## src/rtl/node_tx_queue.sv

```systemverilog
// node_tx_queue: per-node transmit FIFO feeding router_core, head retired on each rising Core_Load_Ack.
// Optional NODE_TXQ_SELF_FILTER_EN drops packets addressed to this router instead of queueing them.
module node_tx_queue #(
  parameter int DEPTH = 4,
  parameter int ADDR_W = 4,
  parameter int DATA_W = 24,
  localparam int PKT_W = ADDR_W + 1 + DATA_W,
  localparam int AW = $clog2(DEPTH),
  localparam int CW = AW + 1
) (
  input  logic              Clk_R,
  input  logic              Rst_n,
  input  logic [ADDR_W-1:0] r_addr,
  input  logic [PKT_W-1:0]  Node_Packet,
  input  logic              Node_Packet_Push,
  output logic              Node_Full,
  output logic [CW-1:0]     Node_Count,
  output logic [7:0]        Drop_Count,
  output logic [PKT_W-1:0]  Packet_From_Node,
  output logic              Packet_From_Node_Valid,
  input  logic              Core_Load_Ack
);
  logic [PKT_W-1:0] mem [DEPTH];
  logic [AW-1:0] rd_ptr, wr_ptr;
  logic [CW-1:0] count;
  logic ack_q, pop, accept, reject;
`ifdef NODE_TXQ_SELF_FILTER_EN
  assign reject = Node_Packet[PKT_W-1 -: ADDR_W] == r_addr;
`else
  assign reject = &{1'b0, r_addr};
`endif
  assign Packet_From_Node_Valid = count != '0;
  assign Node_Full = count == CW'(DEPTH);
  assign Node_Count = count;
  assign Packet_From_Node = mem[rd_ptr];
  // an ack edge seen while empty is absorbed by ack_q and never pops later
  assign pop = Core_Load_Ack & ~ack_q & Packet_From_Node_Valid;
  assign accept = Node_Packet_Push & ~reject & (~Node_Full | pop);
  always_ff @(posedge Clk_R or negedge Rst_n) begin
    if (!Rst_n) begin
      for (int i = 0; i < DEPTH; i++) mem[i] <= '0;
      rd_ptr <= '0;
      wr_ptr <= '0;
      count <= '0;
      ack_q <= 1'b0;
      Drop_Count <= '0;
    end else begin
      ack_q <= Core_Load_Ack;
      if (accept) begin
        mem[wr_ptr] <= Node_Packet;
        wr_ptr <= wr_ptr + 1'b1;
      end
      if (pop) rd_ptr <= rd_ptr + 1'b1;
      count <= count + CW'(accept) - CW'(pop);
      if (Node_Packet_Push & ~accept & ~&Drop_Count) Drop_Count <= Drop_Count + 1'b1;
    end
  end
endmodule

```

## config.mk

```make
export PLATFORM = sky130hd
export DESIGN_NAME = node_tx_queue
export DESIGN_NICKNAME = d
export VERILOG_FILES = /design/src/rtl/node_tx_queue.sv
export SDC_FILE = /design/constraint.sdc
export NUM_CORES = 1
export LEC_CHECK = 0
export CAP_MARGIN = 20
export CORE_MARGIN = 2
export CORE_UTILIZATION = 50
export CTS_BUF_LIST = sky130_fd_sc_hd__clkbuf_8
export DETAILED_ROUTE_END_ITERATION = 10
export PLACE_DENSITY = 0.85
export SYNTH_ARGS = -nofsm -noshare
export SYNTH_HDL_FRONTEND = slang
export SYNTH_SLANG_ARGS = --single-unit
```

## constraint.sdc

```tcl
create_clock -name Clk_R -period 3 [get_ports Clk_R]
set_input_delay 0.3 -clock Clk_R [delete_from_list [all_inputs] [get_ports Clk_R]]
set_output_delay 0.3 -clock Clk_R [all_outputs]
set_load 0.02 [all_outputs]
```

==> results.sh, run 1 <==
export IMPL_yosys_warnings=0
export IMPL_die_h_um=114
export IMPL_path_clk_slew_ns=0.07
export IMPL_yosysUniqueCellTypes=29
export IMPL_drv_slew=0
export IMPL_row_count=40
export IMPL_start_util_pct=50.8
export IMPL_wire_per_inst_um=18.6
export IMPL_cts_made_buffers=17
export IMPL_crit_type="reg2out"
export IMPL_antenna_cells=0
export IMPL_swShare_pct=32.7
export IMPL_die_w_um=114
export IMPL_finalCritPeriodShare_pct=87.6
export IMPL_htree_num_levels=4
export IMPL_viasPerCell=5.55
export IMPL_overflow=0
export IMPL_synthFlopType="dfrtp_1"
export IMPL_design_die_area_sq_um=13000
export IMPL_fin_crit_ns=2.63
export IMPL_final_nets=480
export IMPL_worst_slew_pin_slew_ns=0.551
export IMPL_synth_cells=354
export IMPL_yosysSeqAreaShare_pct=54.6
export IMPL_syn_area_per_cell_sq_um=17.1
export IMPL_clock_skew_ns=0.00449
export IMPL_first_pass_iters=4
export IMPL_synthArstFlopShare_pct=100
export IMPL_grt_pass1_wl_um=18600
export IMPL_cts_resized=0
export IMPL_p_clk_share_pct=14.7
export IMPL_p_int_w=0.00586
export IMPL_peakVddDrop_mv=0.648
export IMPL_ant_nets=0
export IMPL_track_usage_pct=19.0
export IMPL_power_density_nw_per_um2=1210
export IMPL_synth_area_sq_um=6050
export IMPL_place_gp_congestion=0.786
export IMPL_synth_edff_count=0
export IMPL_maxCapViolations=0
export IMPL_io_buffers=74
export IMPL_drt_iter0_drc=103
export IMPL_start_kind="register"
export IMPL_drt_wl_total_um=11100
export IMPL_cts_hold_buf=1
export IMPL_pin_count=79
export IMPL_grt_pass1_vias=3652
export IMPL_p_seq_share_pct=36.4
export IMPL_drive_above_1_share_pct=42.0
export IMPL_status="finished clean"
export IMPL_place_ws_ns=0.489
export IMPL_cts_setup_buffers=0
export IMPL_core_area_sq_um=11900
export IMPL_syn_nets=399
export IMPL_clockBufferDepth=2
export IMPL_comb_power_share_pct=48.9
export IMPL_p_switching_w=0.00285
export IMPL_vias=3304
export IMPL_antenna_found_initial=0
export IMPL_p_leak_nw=3.06
export IMPL_rsz0062_at_grt="false"
export IMPL_clock_fmax_mhz=381
export IMPL_dp_hpwl_um=6950
export IMPL_crit_required_ns=2.70
export IMPL_endpoint_kind="output pin"
export IMPL_cp_max_fo=26
export IMPL_clk_latency_ns=0.44
export IMPL_clock_root_buffer="clkbuf_8"
export IMPL_finalSetupTns_ns=0
export IMPL_cts_tree="built"
export IMPL_syn_to_final_growth_pct=19.3
export IMPL_grt_max_degree=65
export IMPL_hold_ws_ns=0.342
export IMPL_fin_ws_ns=0.372
export IMPL_drc=0
export IMPL_clock_sinks=132
export IMPL_setup_viol=0
export IMPL_crit_arrival_ns=2.33
export IMPL_ys_ff_latch=132
export IMPL_finalHoldViolCount=0
export IMPL_hold_path_class="in2reg"
export IMPL_max_slew_margin_pct=63.3
power groups by stage:
stage | clock, W | sequential, W | combinational (W)
global placement | 0 | 0.00311 | 0.00422
global route | 0.00140 | 0.00329 | 0.00454
floorplan | 0 | 0.00307 | 0.00301
CTS | 0.00131 | 0.00318 | 0.00432
detailed placement | 0 | 0.00320 | 0.00430
finish | 0.00128 | 0.00317 | 0.00425
critical path: stages (launching register included):
cell	delay, ns
dfrtp_2	0.49
buf_12	0.28
mux4_2	0.55
clkdlybuf4s50_1	0.57
layer usage:
metal	wire length, um	part of all wire, %	track usage, %	up-vias
met2	5500	50	29.7	67
met3	460	4.2	6.00	14
met5	0	0	0	-
li1	-	-	-	1468
met4	141	1.3	7.32	0
met1	4970	45	25.0	1755
area by class of cell:
type | instances | area, sq um
multi-input combinational | 198 | 2550
sequential | 132 | 3300
timing repair buffer | 80 | 811
tap | 147 | 184
fill | 915 | 4690
clock buffer | 22 | 303
clock inverter | 10 | 42.5
inverter | 6 | 22.5
worst paths after layout:
kind | startpoint | to | slack (ns) | cells after the start
max in group asynchronous | Rst_n | rd_ptr[0]$_DFFE_PN0P_ | 1.80 | 3
hold reg to reg | mem[34]$_DFFE_PN0P_ | mem[34]$_DFFE_PN0P_ | 0.50 | 1
setup / recovery | rd_ptr[0]$_DFFE_PN0P_ | Packet_From_Node[4] | 0.37 | 3
setup reg to reg | Node_Count[1]$_DFF_PN0_ | Node_Count[2]$_DFF_PN0_ | 0.66 | 8
min in group asynchronous | Rst_n | mem[111]$_DFFE_PN0P_ | 0.35 | 2
hold / removal | Core_Load_Ack | ack_q$_DFF_PN0_ | 0.34 | 1
layout by cell type (no fill, tap or decap), types with 2 or more instances in the layout:
cell / count
mux2_2: 80
ha_1: 7
buf_12: 2
and3_4: 4
inv_1: 12
clkdlybuf4s50_1: 73
a211oi_1: 2
buf_4: 4
xnor2_1: 4
dfrtp_1: 131
nand3_1: 5
nand2_1: 5
clkbuf_8: 22
nor2_1: 4
mux2_4: 40
nor3_1: 3
mux4_2: 29
clkinv_2: 4
xor2_1: 4
logic make-up (layout without fill, tap and decap cells):
| logic type | after synthesis | count (layout) | share of synthesized area (%) |
|---|---|---|---|
| mux | 150 | 150 | 35.8 |
| fa+ha+maj | 8 | 8 | 1.78 |
| simple gates | 27 | 27 | 2.87 |
| buf+inv | 24 | 118 | 3.21 |
| compound gates | 5 | 5 | 0.620 |
| xor+xnor | 8 | 8 | 1.16 |
| flops | 132 | 132 | 54.6 |
metrics by stage:
step | total power, W | util [%] | cell area (sq um) | cells
after global placement | 0.00733 | 57.6 | 6870 | 562
after global routing | 0.00923 | 60.6 | 7220 | 595
after detailed placement | 0.00750 | 57.6 | 6870 | 562
after CTS | 0.00881 | 60.6 | 7220 | 595
after floorplan | 0.00608 | - | 6050 | 354
final | 0.00870 | 60.6 | 7220 | 595
Yosys cell counts, drive strengths merged (3+ instances only):
library cell,instances,area [sq um]
ha,7,87.6
nand2,6,30.0
nor2,4,15.0
buf,15,160
inv,6,22.5
and3,4,45.0
mux4,29,653
nor3,3,15.0
mux2,120,1500
dfrtp,132,3300
clkbuf,3,11.3
xor2,4,35.0
nand3,5,25.0
xnor2,4,35.0
flip-flops by register name (all words and copies together), names as in the netlist:
name	count
mem	116
Node_Count	3
rd_ptr	2
wr_ptr	2
ack_q	1
Drop_Count	8
Power figures use the tool's default switching activity.
==> inputs of run 2 (changes only) <==
CORE_UTILIZATION = 32   (was 50)
PLACE_DENSITY = 0.63   (was 0.85)
SLEW_MARGIN = 20   (was unset)
==> results.sh, run 2 (synthesized netlist as in run 1, its figures left out) <==
export IMPL_setup_viol=0
export IMPL_comb_power_share_pct=47.5
export IMPL_drc=0
export IMPL_cts_hold_buf=0
export IMPL_final_nets=478
export IMPL_grt_pass1_wl_um=20700
export IMPL_htree_num_levels=4
export IMPL_dp_hpwl_um=7730
export IMPL_viasPerCell=4.78
export IMPL_clock_sinks=132
export IMPL_clock_skew_ns=0.00949
export IMPL_grt_pass1_vias=3739
export IMPL_drive_above_1_share_pct=43.0
export IMPL_final_common_cell="dfrtp_1"
export IMPL_finalHoldViolCount=0
export IMPL_layout_common_cells="130 x dfrtp_1, 80 x mux2_2, 73 x clkdlybuf4s50_1, 40 x mux2_4, 29 x mux4_2"
export IMPL_final_area_sq_um=7380
export IMPL_rrSetupSlack_ns=0.68
export IMPL_place_gp_congestion=0.736
export IMPL_start_util_pct=32.5
export IMPL_drv_slew=0
export IMPL_crit_required_ns=2.70
export IMPL_design_die_area_sq_um=20000
export IMPL_core_area_sq_um=18600
export IMPL_path_buf_inv=2
export IMPL_wire_per_inst_um=18.5
export IMPL_nFillCells=1733
export IMPL_path_clk_slew_ns=0.08
export IMPL_antenna_found_initial=1
export IMPL_finalCritPeriodShare_pct=88.7
export IMPL_first_pass_iters=4
export IMPL_status="finished clean"
export IMPL_endpoint_kind="output pin"
export IMPL_dpl_cell_area_sq_um=6970
export IMPL_cts_tree="built"
export IMPL_ant_nets=0
export IMPL_clockBufferDepth=2
export IMPL_crit_slowest_cell="mux4_2"
export IMPL_worst_slew_pin_slew_ns=0.931
export IMPL_max_slew_margin_pct=37.9
export IMPL_vias=3256
export IMPL_p_seq_share_pct=35.7
export IMPL_die_h_um=142
export IMPL_register_area_sq_um=3310
export IMPL_p_leak_nw=3.05
export IMPL_peakVddDrop_mv=0.449
export IMPL_crit_type="reg2out"
export IMPL_die_w_um=142
export IMPL_cts_setup_buffers=0
export IMPL_largest_reg_flops=116
export IMPL_syn_to_final_growth_pct=22.0
export IMPL_clk_latency_ns=0.44
export IMPL_multi_input_comb_area_sq_um=2550
export IMPL_place_ws_ns=0.459
export IMPL_drt_wl_total_um=12600
export IMPL_clock_root_buffer="clkbuf_8"
export IMPL_cts_made_buffers=17
export IMPL_p_int_w=0.00605
export IMPL_cts_resized=0
export IMPL_power_density_nw_per_um2=1220
export IMPL_swShare_pct=33.0
export IMPL_cp_cell_sequence="buf_12 > mux4_2 > clkdlybuf4s50_1"
export IMPL_row_count=50
export IMPL_fin_crit_ns=2.66
export IMPL_largest_register="mem"
export IMPL_cp_max_fo=26
export IMPL_io_buffers=74
export IMPL_p_clk_share_pct=16.8
export IMPL_fin_ws_ns=0.338
export IMPL_drt_iter0_drc=82
export IMPL_grt_max_degree=119
export IMPL_rsz0062_at_grt="false"
export IMPL_overflow=0
export IMPL_finalSetupTns_ns=0
export IMPL_track_usage_pct=13.7
export IMPL_crit_arrival_ns=2.36
export IMPL_p_switching_w=0.00297
export IMPL_slowest_delay_ns=0.57
export IMPL_clock_fmax_mhz=376
export IMPL_cpLargestDelayFamily="buffers and inverters"
export IMPL_hold_path_class="in2async"
export IMPL_maxCapViolations=0
export IMPL_pin_count=79
export IMPL_start_kind="register"
## run 2: cell count changes in the layout (fill, tap and decap cells not counted)
cell	before	now
dfrtp_1	131	130
inv_1	12	8
clkbuf_8	22	23
bufinv_16	0	2
clkinvlp_4	0	3
dlygate4sd3_1	1	0
dfrtp_2	1	2
buf_4	4	2
diode_2	0	1
clkinv_2	4	3
## run 2: final cells by class
type | count | share of cell area (%)
diodes | 1 | 0.0339
well taps | 234 | 3.96
repair buffers | 78 | 10.8
flip-flops and latches | 132 | 44.8
multi-input cells | 198 | 34.6
inverters | 6 | 0.305
clock buffers | 22 | 4.10
clock inverters | 10 | 1.42
## run 2: metal layers
layer	GRT usage, %	wire length, um
met2	21.4	6160
met1	18.1	5740
met4	4.11	145
met3	4.59	583
met5	0	0
## run 2: final timing paths
check                                   startpoint                   endpoint  depth (start not counted)
max                          rd_ptr[0]$_DFFE_PN0P_        Packet_From_Node[7]                          3
min                                          Rst_n       mem[109]$_DFFE_PN0P_                          1
max reg2reg                Node_Count[1]$_DFF_PN0_    Node_Count[2]$_DFF_PN0_                          8
min reg2reg                     mem[6]$_DFFE_PN0P_         mem[6]$_DFFE_PN0P_                          1
max in group asynchronous                    Rst_n  Drop_Count[3]$_DFFE_PN0P_                          2
min in group Clk_R                   Core_Load_Ack            ack_q$_DFF_PN0_                          1
## run 2: power by group through the flow
stage	Clock (W)	Sequential (W)	Combinational, W
floorplan	0	0.00307	0.00301
global placement	0	0.00317	0.00426
detailed placement	0	0.00326	0.00434
finish	0.00152	0.00322	0.00428
CTS	0.00158	0.00324	0.00436
global route	0.00166	0.00336	0.00457
## run 2: worst reg2reg max path: stages, from the launching register on
cell,delay (ns)
dfrtp_1,0.46
or3_1,0.40
nor2b_1,0.18
ha_1,0.29
inv_1,0.04
ha_1,0.18
fa_1,0.38
xor2_1,0.17
xnor2_1,0.13
## run 2: metrics by stage
step | util, % | total power [W] | instances | hold slack, ns
floorplan | - | 0.00608 | 354 | 0.00441
global placement | 37.4 | 0.00743 | 648 | 0.483
detailed placement | 37.4 | 0.00760 | 648 | 0.490
CTS | 39.6 | 0.00918 | 680 | 0.0599
global route | 39.6 | 0.00959 | 680 | 0.0617
finish | 39.6 | 0.00902 | 681 | 0.00542
